`config.mk`:
```
export PLATFORM = sky130hd
export DESIGN_NAME = fsk_byte_modulator
export DESIGN_NICKNAME = d
export VERILOG_FILES = /design/src/rtl/fsk_byte_modulator.sv
export SDC_FILE = /design/constraint.sdc
export NUM_CORES = 1
export LEC_CHECK = 0
export CORE_MARGIN = 3
export CORE_UTILIZATION = 55
export CTS_BUF_LIST = sky130_fd_sc_hd__clkbuf_8
export DETAILED_ROUTE_END_ITERATION = 6
export GPL_TIMING_DRIVEN = 0
export PLACE_DENSITY = 0.85
export SETUP_SLACK_MARGIN = 0.5
export SLEW_MARGIN = 10
export SYNTH_ARGS = -nofsm -noshare
export SYNTH_HDL_FRONTEND = slang
export SYNTH_SLANG_ARGS = --single-unit
export TNS_END_PERCENT = 10
```
`constraint.sdc`:
```
create_clock -name clk -period 3.36 [get_ports clk]
set_clock_uncertainty 0.05 [all_clocks]
set_input_delay 0.504 -clock clk [delete_from_list [all_inputs] [get_ports clk]]
set_output_delay 0.504 -clock clk [all_outputs]
set_load 0.03 [all_outputs]
```
`src/rtl/fsk_byte_modulator.sv`:
```
// -----------------------------------------------------------------------------
// fsk_byte_modulator
//
// Transmit framer and FSK modulator. A byte accepted over valid/ready is sent
// as an asynchronous frame: start bit (0), 8 data bits LSB first, an optional
// even-parity bit, and a stop bit (1). Each line bit lasts BIT_CYCLES clocks.
// It is presented as an NCO phase increment: MARK_INC for 1/idle and
// SPACE_INC for 0.
//
// Build option:
//   FSK_PARITY_EN - when defined, adds the PARITY state. The frame is then
//                   11 bits long and carries even parity over the data byte.
//
// Ports:
//   clk        in   1   system clock, rising edge
//   reset      in   1   synchronous, active-high reset
//   data_i     in   8   byte to send, sampled on handshake only
//   valid_i    in   1   data_i is valid
//   ready_o    out  1   block accepts a byte this cycle (registered)
//   phi_inc_o  out  32  NCO phase increment (registered)
//   bit_o      out  1   line bit being sent, 1 when idle (registered)
//   busy_o     out  1   frame in progress (registered)
//   done_o     out  1   one-cycle pulse in the first IDLE cycle after STOP
// -----------------------------------------------------------------------------
module fsk_byte_modulator #(
  parameter int          BIT_CYCLES = 125000,
  parameter logic [31:0] MARK_INC   = 32'd425201762,
  parameter logic [31:0] SPACE_INC  = 32'd433791697
) (
  input  logic        clk,
  input  logic        reset,
  input  logic [7:0]  data_i,
  input  logic        valid_i,
  output logic        ready_o,
  output logic [31:0] phi_inc_o,
  output logic        bit_o,
  output logic        busy_o,
  output logic        done_o
);

  localparam int               CNT_W   = $clog2(BIT_CYCLES);
  localparam logic [CNT_W-1:0] CNT_MAX = CNT_W'(BIT_CYCLES - 1);

  typedef enum logic [2:0] {
    S_IDLE   = 3'd0,
    S_START  = 3'd1,
    S_DATA   = 3'd2,
`ifdef FSK_PARITY_EN
    S_PARITY = 3'd3,
`endif
    S_STOP   = 3'd4
  } state_t;

`ifdef FSK_PARITY_EN
  // Even parity: the parity bit makes the total count of ones even.
  function automatic logic even_parity(input logic [7:0] d);
    return ^d;
  endfunction
`endif

  state_t           state_q, state_d;
  logic [CNT_W-1:0] cnt_q, cnt_d;
  logic [2:0]       idx_q, idx_d;
  logic [7:0]       data_q, data_d;
  logic             bit_q, bit_d;
  logic [31:0]      phi_q, phi_d;
  logic             ready_q, ready_d;
  logic             busy_q, busy_d;
  logic             done_q, done_d;
  logic             bit_end_s;

  // Next-state logic: bit timing, frame sequencing and handshake capture.
  always_comb begin
    state_d   = state_q;
    cnt_d     = cnt_q;
    idx_d     = idx_q;
    data_d    = data_q;
    done_d    = 1'b0;
    bit_end_s = (cnt_q == CNT_MAX);

    case (state_q)
      S_IDLE: begin
        cnt_d = '0;
        idx_d = 3'd0;
        // ready_q is high in IDLE, so this is the handshake
        if (valid_i && ready_q) begin
          state_d = S_START;
          data_d  = data_i;
        end else begin
          state_d = S_IDLE;
        end
      end
      S_START: begin
        if (bit_end_s) begin
          state_d = S_DATA;
          cnt_d   = '0;
          idx_d   = 3'd0;
        end else begin
          cnt_d = cnt_q + CNT_W'(1);
        end
      end
      S_DATA: begin
        if (bit_end_s) begin
          cnt_d = '0;
          if (idx_q == 3'd7) begin
            idx_d = 3'd0;
`ifdef FSK_PARITY_EN
            state_d = S_PARITY;
`else
            state_d = S_STOP;
`endif
          end else begin
            idx_d = idx_q + 3'd1;
          end
        end else begin
          cnt_d = cnt_q + CNT_W'(1);
        end
      end
`ifdef FSK_PARITY_EN
      S_PARITY: begin
        if (bit_end_s) begin
          state_d = S_STOP;
          cnt_d   = '0;
        end else begin
          cnt_d = cnt_q + CNT_W'(1);
        end
      end
`endif
      S_STOP: begin
        if (bit_end_s) begin
          state_d = S_IDLE;
          cnt_d   = '0;
          done_d  = 1'b1;
        end else begin
          cnt_d = cnt_q + CNT_W'(1);
        end
      end
      default: begin
        state_d = S_IDLE;
        cnt_d   = '0;
        idx_d   = 3'd0;
      end
    endcase
  end

  // Output decode from the next state so that outputs change on the
  // same edge as the state (START is visible right after the handshake edge).
  always_comb begin
    bit_d = 1'b1;
    case (state_d)
      S_IDLE:   bit_d = 1'b1;
      S_START:  bit_d = 1'b0;
      S_DATA:   bit_d = data_d[idx_d];
`ifdef FSK_PARITY_EN
      S_PARITY: bit_d = even_parity(data_d);
`endif
      S_STOP:   bit_d = 1'b1;
      default:  bit_d = 1'b1;
    endcase
    phi_d   = bit_d ? MARK_INC : SPACE_INC;
    ready_d = (state_d == S_IDLE);
    busy_d  = (state_d != S_IDLE);
  end

  // State and output registers with synchronous reset.
  always_ff @(posedge clk) begin
    if (reset) begin
      state_q <= S_IDLE;
      cnt_q   <= '0;
      idx_q   <= 3'd0;
      data_q  <= 8'd0;
      bit_q   <= 1'b1;
      phi_q   <= MARK_INC;
      ready_q <= 1'b1;
      busy_q  <= 1'b0;
      done_q  <= 1'b0;
    end else begin
      state_q <= state_d;
      cnt_q   <= cnt_d;
      idx_q   <= idx_d;
      data_q  <= data_d;
      bit_q   <= bit_d;
      phi_q   <= phi_d;
      ready_q <= ready_d;
      busy_q  <= busy_d;
      done_q  <= done_d;
    end
  end

  assign ready_o   = ready_q;
  assign phi_inc_o = phi_q;
  assign bit_o     = bit_q;
  assign busy_o    = busy_q;
  assign done_o    = done_q;

endmodule
```
==> flow_summary.yaml, run 1 <==
placed_design:
  place_ws_ns: 0.725
  numPortBuffers: 25
  place_area_sq_um: 2350
  placedCellCount: 324
  hpwl_mm: 2.96
  finalWeightedCongestion: 0.913
power_and_ir_drop:
  clockPowerShare_pct: 32.4
  p_int_uw: 699
  vdd_drop_max_mv: 0.286
  power_switching_uw: 286
  powerDensity_nw_per_um2: 403
  netSwitchingFraction_pct: 29.0
  seqPwrFrac_pct: 45.8
  combPwrFrac_pct: 21.7
  leakagePower_nw: 1.01
global_routing:
  antenna_found_initial: 0
  grt_pass1_vias: 1562
  grt_max_degree: 12
  grt_overflow: 0
  grt_pass1_wl_mm: 6.76
  grt.total_usage_pct: 20.2
floorplan:
  die_area_sq_um: 4340
  core-area_sq_um: 3390
  fp.dieW_um: 65.9
  ios: 47
  start_util_pct: 58.2
  die_h_um: 65.9
  rows: 21
logic_synthesis:
  syn_avg_cell_area_sq_um: 8.43
  ys_async_sr_fraction_pct: 0
  ys_ff_latch: 36
  synthTopCellsByArea: "dfxtp_1 37%, buf_4 13%, nand2_1 4.6%, nor2_1 4.4%, a21oi_1 4.1%"
  synth_top_area_share_pct: 36.5
  synth_edf_count: 0
  synth_area_sq_um: 1970
  yosys_most_used_dff: "dfxtp_1"
  yosysSeqAreaShare_pct: 36.5
  yosys_warnings: 0
  yosysTopAreaCell: "dfxtp_1"
  synth_cells: 234
  ys_types: 43
critical_path:
  cp.required_ns: 3.49
  path_class: "flop to flop"
  cp-start-kind: "flop"
  crit_path_end_kind: "flop"
  crit_fanout: 7
  crit_chain: "ha_1 > and4_4 > nand4_1 > o21ai_0 > and2_1 > mux2i_1 > nor3_1 > o311a_1"
  arrival_ns: 2.68
  slowest_stage: "dfxtp_1"
  max_stage_delay_ns: 0.35
detailed_routing:
  drt_iter0_markers: 172
  ant_nets: 0
  wirelength_mm: 3.99
  wl_per_cell_um: 12.0
  via_per_inst: 5.05
  drcViolationCount: 0
  drtPass1Iterations: 4
  via_count: 1676
clock_tree:
  clkSlewWorstSetupHoldPaths_ns: 0.07
  cts_tree: "done"
  clock_sinks: 36
  clkLatencyLatePin_ns: 0.29
  htreeDepth: 2
  numCtsBuffers: 5
  cts_hold_buf: 0
  cts_setup_buffers: 0
  clockBufferDepth: 2
  clockRootBuffer: "clkbuf_8"
  cts_resized: 0
sta:
  slew_headroom_pct: 32.6
  tightest_slew_ns: 1.00
  final.setup.worst_slack_ns: 0.816
  max_freq_mhz: 393
  tns_ns: 0
  finalHoldViolCount: 0
  setup_viol: 0
  rsz0062_at_grt: "no"
  period_needed_ns: 2.54
  fin_crit_sh_pct: 75.7
  drv_slew: 0
layout:
  final_cell_mix: "36 x dfxtp_1, 33 x buf_4, 25 x clkdlybuf4s50_1"
  finish.instance_area_sq_um: 2440
  num_antenna_cells: 0
  layout-drive-gt1-share_pct: 18.9
  final_common_cell: "dfxtp_1"
  stdcell_count: 332
  nets: 299
  syn_to_final_growth_pct: 23.9
run_status:
  outcome: "completed"
job:
  maxCapViolCount: 0
worst_hold_path:
  min_path_type: "flop to flop"
-- synthesized netlist by cell type (2+ instances only) --
library cell  instances
a211oi_1              2
a21oi_1              16
a31oi_1               2
and2_1                2
and3_1                5
and3_2                2
buf_4                33
clkbuf_1              3
clkbuf_8              3
conb_1                2
dfxtp_1              36
ha_1                  3
inv_1                 9
mux2i_1               3
nand2_1              24
nand3_1              10
nand4_1               4
nor2_1               23
nor2b_1               3
nor3_1                3
nor4_1                3
o21ai_0               7
o311ai_1              2
or3_1                 5
xnor2_1               6
xor2_1                6
-- final timing paths --
path | startpoint | to | slack (ns) | cells after the start
max reg2reg | cnt_q[0] | phi_inc_o[12] | 0.82 | 8
min | cnt_q[0] | cnt_q[0] | 0.39 | 1
max | cnt_q[0] | phi_inc_o[12] | 0.82 | 8
min reg2reg | cnt_q[0] | cnt_q[0] | 0.39 | 1
-- kinds of logic (layout without fill, tap and decap cells) --
| group | Yosys count | in the layout | share of synthesized area [%] |
|---|---|---|---|
| simple gates | 95 | 95 | 26.3 |
| other cells | 2 | 21 | 0.381 |
| mux | 3 | 3 | 1.52 |
| compound gates | 35 | 35 | 11.1 |
| xor+xnor | 12 | 12 | 5.33 |
| buf+inv | 48 | 81 | 16.9 |
| fa+ha+maj | 3 | 3 | 1.90 |
| flops | 36 | 36 | 36.5 |
-- state kept, by name (all words and copies together), names as in the netlist --
signal	count
cnt_q	17
data_q	8
idx_q	3
state_q	3
phi_inc_o	2
busy_o	1
done_o	1
ready_o	1
-- per-layer routing --
layer | track usage (%) | wire length (um) | vias to the layer above
met5 | 0 | 0 | -
met4 | 10.1 | 67 | 0
met3 | 4.25 | 278 | 6
met2 | 34.2 | 1860 | 64
met1 | 23.9 | 1780 | 752
li1 | - | - | 854
-- critical path, delay by kind of cell, from the launching register on --
family | cells | cell delay [ns]
AO/OA/AOI/OAI | 2 | 0.62
adder cells (fa/ha/maj) | 1 | 0.30
flip-flops | 1 | 0.35
multiplexers | 1 | 0.23
AND/OR/NAND/NOR | 4 | 0.90
-- area by class of cell --
| class | count | area (sq um) |
|---|---|---|
| clock buffers | 6 | 82.6 |
| plain buffers | 39 | 300 |
| multi-input cells | 169 | 988 |
| fillers | 279 | 946 |
| inverters | 9 | 33.8 |
| repair buffers | 25 | 250 |
| flip-flops and latches | 36 | 721 |
| clock inverters | 2 | 10.0 |
| well taps | 46 | 57.6 |
-- metrics by stage --
step           power [mW]  utilization (%)  hold WS (ns)
2_1_floorplan       0.613                -         0.363
3_3_place_gp        0.671             69.4         0.373
3_5_place_dp        0.674             69.4         0.384
4_1_cts             0.992             72.1         0.394
5_1_grt              1.03             72.1         0.418
6_report            0.985             72.1         0.393
-- power groups by stage --
stage / combinational, mW / clock (mW) / sequential, mW
2_1_floorplan: 0.143 / 0 / 0.470
3_5_place_dp: 0.213 / 0 / 0.461
5_1_grt: 0.229 / 0.346 / 0.453
3_3_place_gp: 0.211 / 0 / 0.461
6_report: 0.214 / 0.319 / 0.451
4_1_cts: 0.214 / 0.326 / 0.451
Power figures use the tool's default switching activity.
==> run 2, diff against run 1 <==
--- a/config.mk
+++ b/config.mk
@@ -6,11 +6,11 @@
 export NUM_CORES = 1
 export LEC_CHECK = 0
 export CORE_MARGIN = 3
-export CORE_UTILIZATION = 55
+export CORE_UTILIZATION = 46
 export CTS_BUF_LIST = sky130_fd_sc_hd__clkbuf_8
 export DETAILED_ROUTE_END_ITERATION = 6
 export GPL_TIMING_DRIVEN = 0
-export PLACE_DENSITY = 0.85
+export PLACE_DENSITY = 0.76
 export SETUP_SLACK_MARGIN = 0.5
 export SLEW_MARGIN = 10
 export SYNTH_ARGS = -nofsm -noshare
==> constraint.sdc (replaced) <==
create_clock -name clk -period 2.1 [get_ports clk]
set_clock_uncertainty 0.05 [all_clocks]
set_input_delay 0.315 -clock clk [delete_from_list [all_inputs] [get_ports clk]]
set_output_delay 0.315 -clock clk [all_outputs]
set_load 0.03 [all_outputs]
==> run 2 against run 1 <==
  * The flow now finishes with violations (setup timing)
  * Cell count rose by 5.1%
  * Cell area rose by 16%
  * Count of clock-buffer cells in the layout rose by 1
  * Worst hold slack improved by 0.0071 ns
  * Combinational power rose by 71%
==> flow_summary.yaml, run 2 (synthesized netlist as in run 1, its figures left out) <==
run_status:
  outcome: "complete, but fails checks"
  violations: "setup timing"
global_routing:
  grt_pass1_vias: 1641
  antenna_found_initial: 0
  grt_pass1_wl_mm: 7.31
  grt.total_usage_pct: 17.9
  grt_max_degree: 12
  grt_overflow: 0
power_and_ir_drop:
  powerDensity_nw_per_um2: 621
  vdd_drop_max_mv: 0.408
  leakagePower_nw: 1.15
floorplan:
  ios: 47
  core-area_sq_um: 4060
  die_h_um: 71.5
  die_area_sq_um: 5110
  start_util_pct: 48.6
  fp.dieW_um: 71.5
  rows: 23
sta:
  fin_crit_sh_pct: 110
  slew_headroom_pct: 64.6
  hold-worst-slack_ns: 0.400
  final.setup.worst_slack_ns: -0.212
  drv_slew: 0
  rsz0062_at_grt: "yes"
  finalHoldViolCount: 0
  max_freq_mhz: 433
  setup_viol: 2
  period_needed_ns: 2.31
  tightest_slew_ns: 0.532
layout:
  layout-drive-gt1-share_pct: 41.8
  regMostFlops: "cnt_q"
  syn_to_final_growth_pct: 43.7
  final_cell_mix: "48 x buf_4, 23 x nand2_1, 22 x dfxtp_1"
  nets: 312
  top_regs: "cnt_q (17), data_q (8)"
  num_antenna_cells: 0
  largest_reg_flops: 17
  final_common_cell: "buf_4"
detailed_routing:
  via_count: 1773
  wirelength_mm: 4.73
  ant_nets: 0
  drcViolationCount: 0
  drt_iter0_markers: 160
  via_per_inst: 5.08
  drtPass1Iterations: 4
  wl_per_cell_um: 13.6
placed_design:
  finalWeightedCongestion: 0.844
  numPortBuffers: 25
  place_ws_ns: -0.387
  hpwl_mm: 2.96
critical_path:
  cp-start-kind: "flop"
  r2r_start: "cnt_q[7]"
  crit_family: "simple AND/OR/NAND/NOR gates"
  arrival_ns: 2.45
  r2r_slack_ns: -0.21
  crit_path_end_kind: "flop"
  reg2reg_depth: 7
  crit_fanout: 5
  reg2reg_to: "phi_inc_o[12]"
  path_class: "flop to flop"
  path_buf_inv: 1
  startpoint: "cnt_q[7]"
  crit_chain: "nor4bb_4 > and4_1 > buf_6 > a31oi_1 > or3_1 > or2_1 > o311a_1"
  cp.required_ns: 2.23
  slowest_stage: "or3_1"
  max_stage_delay_ns: 0.44
job:
  maxCapViolCount: 0
clock_tree:
  cts_tree: "done"
  clock_sinks: 36
  clkSlewWorstSetupHoldPaths_ns: 0.07
  clockBufferDepth: 2
  numCtsBuffers: 5
  clockRootBuffer: "clkbuf_8"
  htreeDepth: 2
  cts_hold_buf: 0
  clkLatencyLatePin_ns: 0.30
worst_hold_path:
  whs_path_depth: 1
  min_path_type: "flop to flop"
  hold_start: "cnt_q[0]"
  hold_end: "cnt_q[0]"
[run 2: stage by stage]
stage | utilization (%) | power [mW] | cell area, sq um | cells | setup TNS (ns)
floorplan | - | 0.982 | 2070 | 253 | 0
global placement | 58.8 | 1.08 | 2390 | 328 | -1.46
detailed placement | 58.8 | 1.08 | 2390 | 328 | -1.81
CTS | 64.5 | 1.74 | 2620 | 344 | -0.175
global route | 69.8 | 1.83 | 2830 | 349 | -0.638
finish | 69.8 | 1.76 | 2830 | 349 | -0.416
[run 2: how the worst max path moves through the flow]
| stage | slack [ns] | cells after the start | end |
|---|---|---|---|
| 2_1_floorplan | 0.03 | 8 | phi_inc_o[12] |
| 3_3_place_gp | -0.38 | 6 | phi_inc_o[12] |
| 3_5_place_dp | -0.39 | 6 | phi_inc_o[12] |
| 4_1_cts | -0.09 | 7 | phi_inc_o[12] |
| 5_1_grt | -0.30 | 7 | phi_inc_o[12] |
| 6_report | -0.21 | 7 | phi_inc_o[12] |
[run 2: power breakdown]
part	total [mW]	switching, mW	internal, mW	leakage [nW]
Sequential	0.722	0.0174	0.705	0.300
Combinational	0.367	0.212	0.155	0.783
Clock	0.670	0.252	0.419	0.0645
[run 2: final cells by class]
| cell class | count | area (sq um) |
|---|---|---|
| flip-flops and latches | 36 | 743 |
| inverters | 9 | 33.8 |
| fillers | 313 | 1220 |
| multi-input cells | 169 | 1200 |
| well taps | 50 | 62.6 |
| clock buffers | 7 | 96.3 |
| repair buffers | 38 | 343 |
| clock inverters | 1 | 30.0 |
| plain buffers | 39 | 322 |
[run 2: repair_timing]
item,in CTS,in global routing
endpoints found under the setup margin,49,35
pin swaps,6,25
gates resized for setup,36,52
buffers inserted,7,5
cloned,1,0
[run 2: routing by layer]
layer / routed length (um) / vias to the layer above / share of wire (%) / global-route usage, %
met1: 2080 / 822 / 44 / 22.6
met5: 0 / - / 0 / 0
met3: 273 / 12 / 5.8 / 4.63
met4: 94 / 0 / 2.0 / 8.14
met2: 2280 / 58 / 48 / 28.7
li1: - / 881 / - / -
==> run 3, diff against run 2 <==
--- a/config.mk
+++ b/config.mk
@@ -5,7 +5,7 @@
 export SDC_FILE = /design/constraint.sdc
 export NUM_CORES = 1
 export LEC_CHECK = 0
-export CORE_MARGIN = 3
+export CORE_MARGIN = 4
 export CORE_UTILIZATION = 46
 export CTS_BUF_LIST = sky130_fd_sc_hd__clkbuf_8
 export DETAILED_ROUTE_END_ITERATION = 6
==> run 3 against run 2 <==
  * Critical endpoint unchanged
  * The run still ends with setup timing left
  * Setup slack better by 0.099 ns
  * Die area up 5.7%
  * Critical path type unchanged
  * Combinational power down 2%
  * Wire length down 8.0%
  * Highest routed layer unchanged
  * Flip-flop and latch count unchanged
  * Sequential power down 0.7%
  * Register-to-register slack better by 0.099 ns
==> flow_summary.yaml, run 3 (synthesized netlist as in run 1, its figures left out) <==
layout:
  finish.instance_area_sq_um: 2730
  nets: 313
  layout-drive-gt1-share_pct: 36.3
  nFillCells: 349
  regMostFlops: "cnt_q"
  top_regs: "cnt_q (17), data_q (8)"
  final_cell_mix: "53 x buf_4, 24 x nand2_1, 24 x dfxtp_1"
  stdcell_count: 350
  largest_reg_flops: 17
  syn_to_final_growth_pct: 38.6
  final_common_cell: "buf_4"
  num_antenna_cells: 0
  regArea_sq_um: 748
  multi_input_comb_area_sq_um: 1120
global_routing:
  grt_max_degree: 13
  antenna_found_initial: 0
  grt.total_usage_pct: 16.6
  grt_pass1_wl_mm: 7.07
  grt_overflow: 0
  grt_pass1_vias: 1596
sta:
  hold-worst-slack_ns: 0.393
  finalHoldViolCount: 0
  rsz0062_at_grt: "yes"
  setup_viol: 2
  fin_crit_sh_pct: 105
  final.setup.worst_slack_ns: -0.113
  drv_slew: 0
  period_needed_ns: 2.21
  max_freq_mhz: 452
floorplan:
  die_h_um: 73.5
  start_util_pct: 48.3
  rows: 23
  fp.dieW_um: 73.5
  core-area_sq_um: 4090
  ios: 47
  die_area_sq_um: 5400
worst_hold_path:
  hold_end: "cnt_q[0]"
  whs_path_depth: 1
  min_path_type: "flop to flop"
  hold_start: "cnt_q[0]"
power_and_ir_drop:
  p_int_mw: 1.21
  power_switching_uw: 478
  leakagePower_nw: 1.13
  clockPowerShare_pct: 36.2
  powerDensity_nw_per_um2: 616
  combPwrFrac_pct: 21.3
  netSwitchingFraction_pct: 28.4
  seqPwrFrac_pct: 42.6
  vdd_drop_max_mv: 0.426
detailed_routing:
  drt_iter0_markers: 132
  drtPass1Iterations: 4
  drcViolationCount: 0
  ant_nets: 0
  wirelength_mm: 4.35
  wl_per_cell_um: 12.4
  via_per_inst: 4.92
  via_count: 1721
run_status:
  outcome: "complete, but fails checks"
  violations: "setup timing"
critical_path:
  crit_fanout: 6
  reg2reg_depth: 7
  r2r_slack_ns: -0.11
  cp-start-kind: "flop"
  r2r_start: "cnt_q[7]"
  crit_path_end_kind: "flop"
  cp.required_ns: 2.23
  reg2reg_to: "phi_inc_o[12]"
  path_class: "flop to flop"
  arrival_ns: 2.34
placed_design:
  hpwl_mm: 2.92
  numPortBuffers: 25
  place_area_sq_um: 2390
  finalWeightedCongestion: 0.861
  placedCellCount: 328
job:
  maxCapViolCount: 0
clock_tree:
  clockRootBuffer: "clkbuf_8"
  cts_tree: "done"
  clock_sinks: 36
  clockBufferDepth: 2
  clkSlewWorstSetupHoldPaths_ns: 0.08
  numCtsBuffers: 5
  cts_hold_buf: 0
  htreeDepth: 2
  clkLatencyLatePin_ns: 0.29
[run 3: cell types whose count changed in the layout (fill, tap and decap cells not counted), sizes merged]
cell           delta
clkdlybuf4s50     +4
dlygate4sd2       -4
buf               -3
clkbuf            +2
clkinv            +1
clkinvlp          +1
[run 3: repair_timing]
| item | 4_1_cts | 5_1_grt |
|---|---|---|
| hold endpoints to repair | 0 | 0 |
| gates resized for setup | 44 | 9 |
| endpoints found under the setup margin | 49 | 39 |
| setup buffers | 8 | 5 |
| cloned | 1 | 0 |
| pin swaps | 22 | 11 |
[run 3: stage by stage]
| step | utilization (%) | power (mW) | TNS (ns) | setup slack, ns |
|---|---|---|---|---|
| floorplan | - | 0.982 | 0 | 0.0278 |
| global placement | 58.4 | 1.08 | -1.89 | -0.390 |
| detailed placement | 58.4 | 1.08 | -2.15 | -0.392 |
| CTS | 65.2 | 1.69 | -0.182 | -0.108 |
| global route | 66.9 | 1.75 | -0.426 | -0.218 |
| finish | 66.9 | 1.68 | -0.185 | -0.113 |
[run 3: routing by layer]
| metal | share of wire (%) | global-route usage, % | wire [um] |
|---|---|---|---|
| met4 | 1.8 | 6.04 | 78 |
| met1 | 45 | 21.1 | 1950 |
| met2 | 47 | 27.0 | 2060 |
| met3 | 5.9 | 4.24 | 258 |
| met5 | 0 | 0 | 0 |
[run 3: how the worst max path moves through the flow]
stage	start	to	slack, ns
4_1_cts	cnt_q[0]	phi_inc_o[12]	-0.11
5_1_grt	cnt_q[9]	phi_inc_o[12]	-0.22
6_report	cnt_q[7]	phi_inc_o[12]	-0.11
3_3_place_gp	valid_i	phi_inc_o[12]	-0.39
3_5_place_dp	valid_i	phi_inc_o[12]	-0.39
2_1_floorplan	cnt_q[1]	phi_inc_o[12]	0.03
[run 3: cell type report]
type / instances / share of cell area (%)
plain buffers: 39 / 11.5
well taps: 50 / 2.29
inverters: 9 / 1.24
clock buffers: 5 / 2.52
flip-flops and latches: 36 / 27.4
clock inverters: 3 / 1.56
multi-input cells: 169 / 41.0
repair buffers: 39 / 12.5
[run 3: worst max-delay path: stages, from the launching register on]
cell and delay (ns):
dfxtp_2 0.35, nor4bb_4 0.30, and4_1 0.24, buf_6 0.13
a31oi_2 0.10, or3_4 0.40, or2_1 0.23, o311a_1 0.29
[run 3: power groups by stage]
stage	logic [mW]	clock network [mW]	registers [mW]
floorplan	0.229	0	0.753
global placement	0.339	0	0.739
detailed placement	0.341	0	0.740
CTS	0.355	0.614	0.720
global route	0.385	0.643	0.720
finish	0.358	0.609	0.717
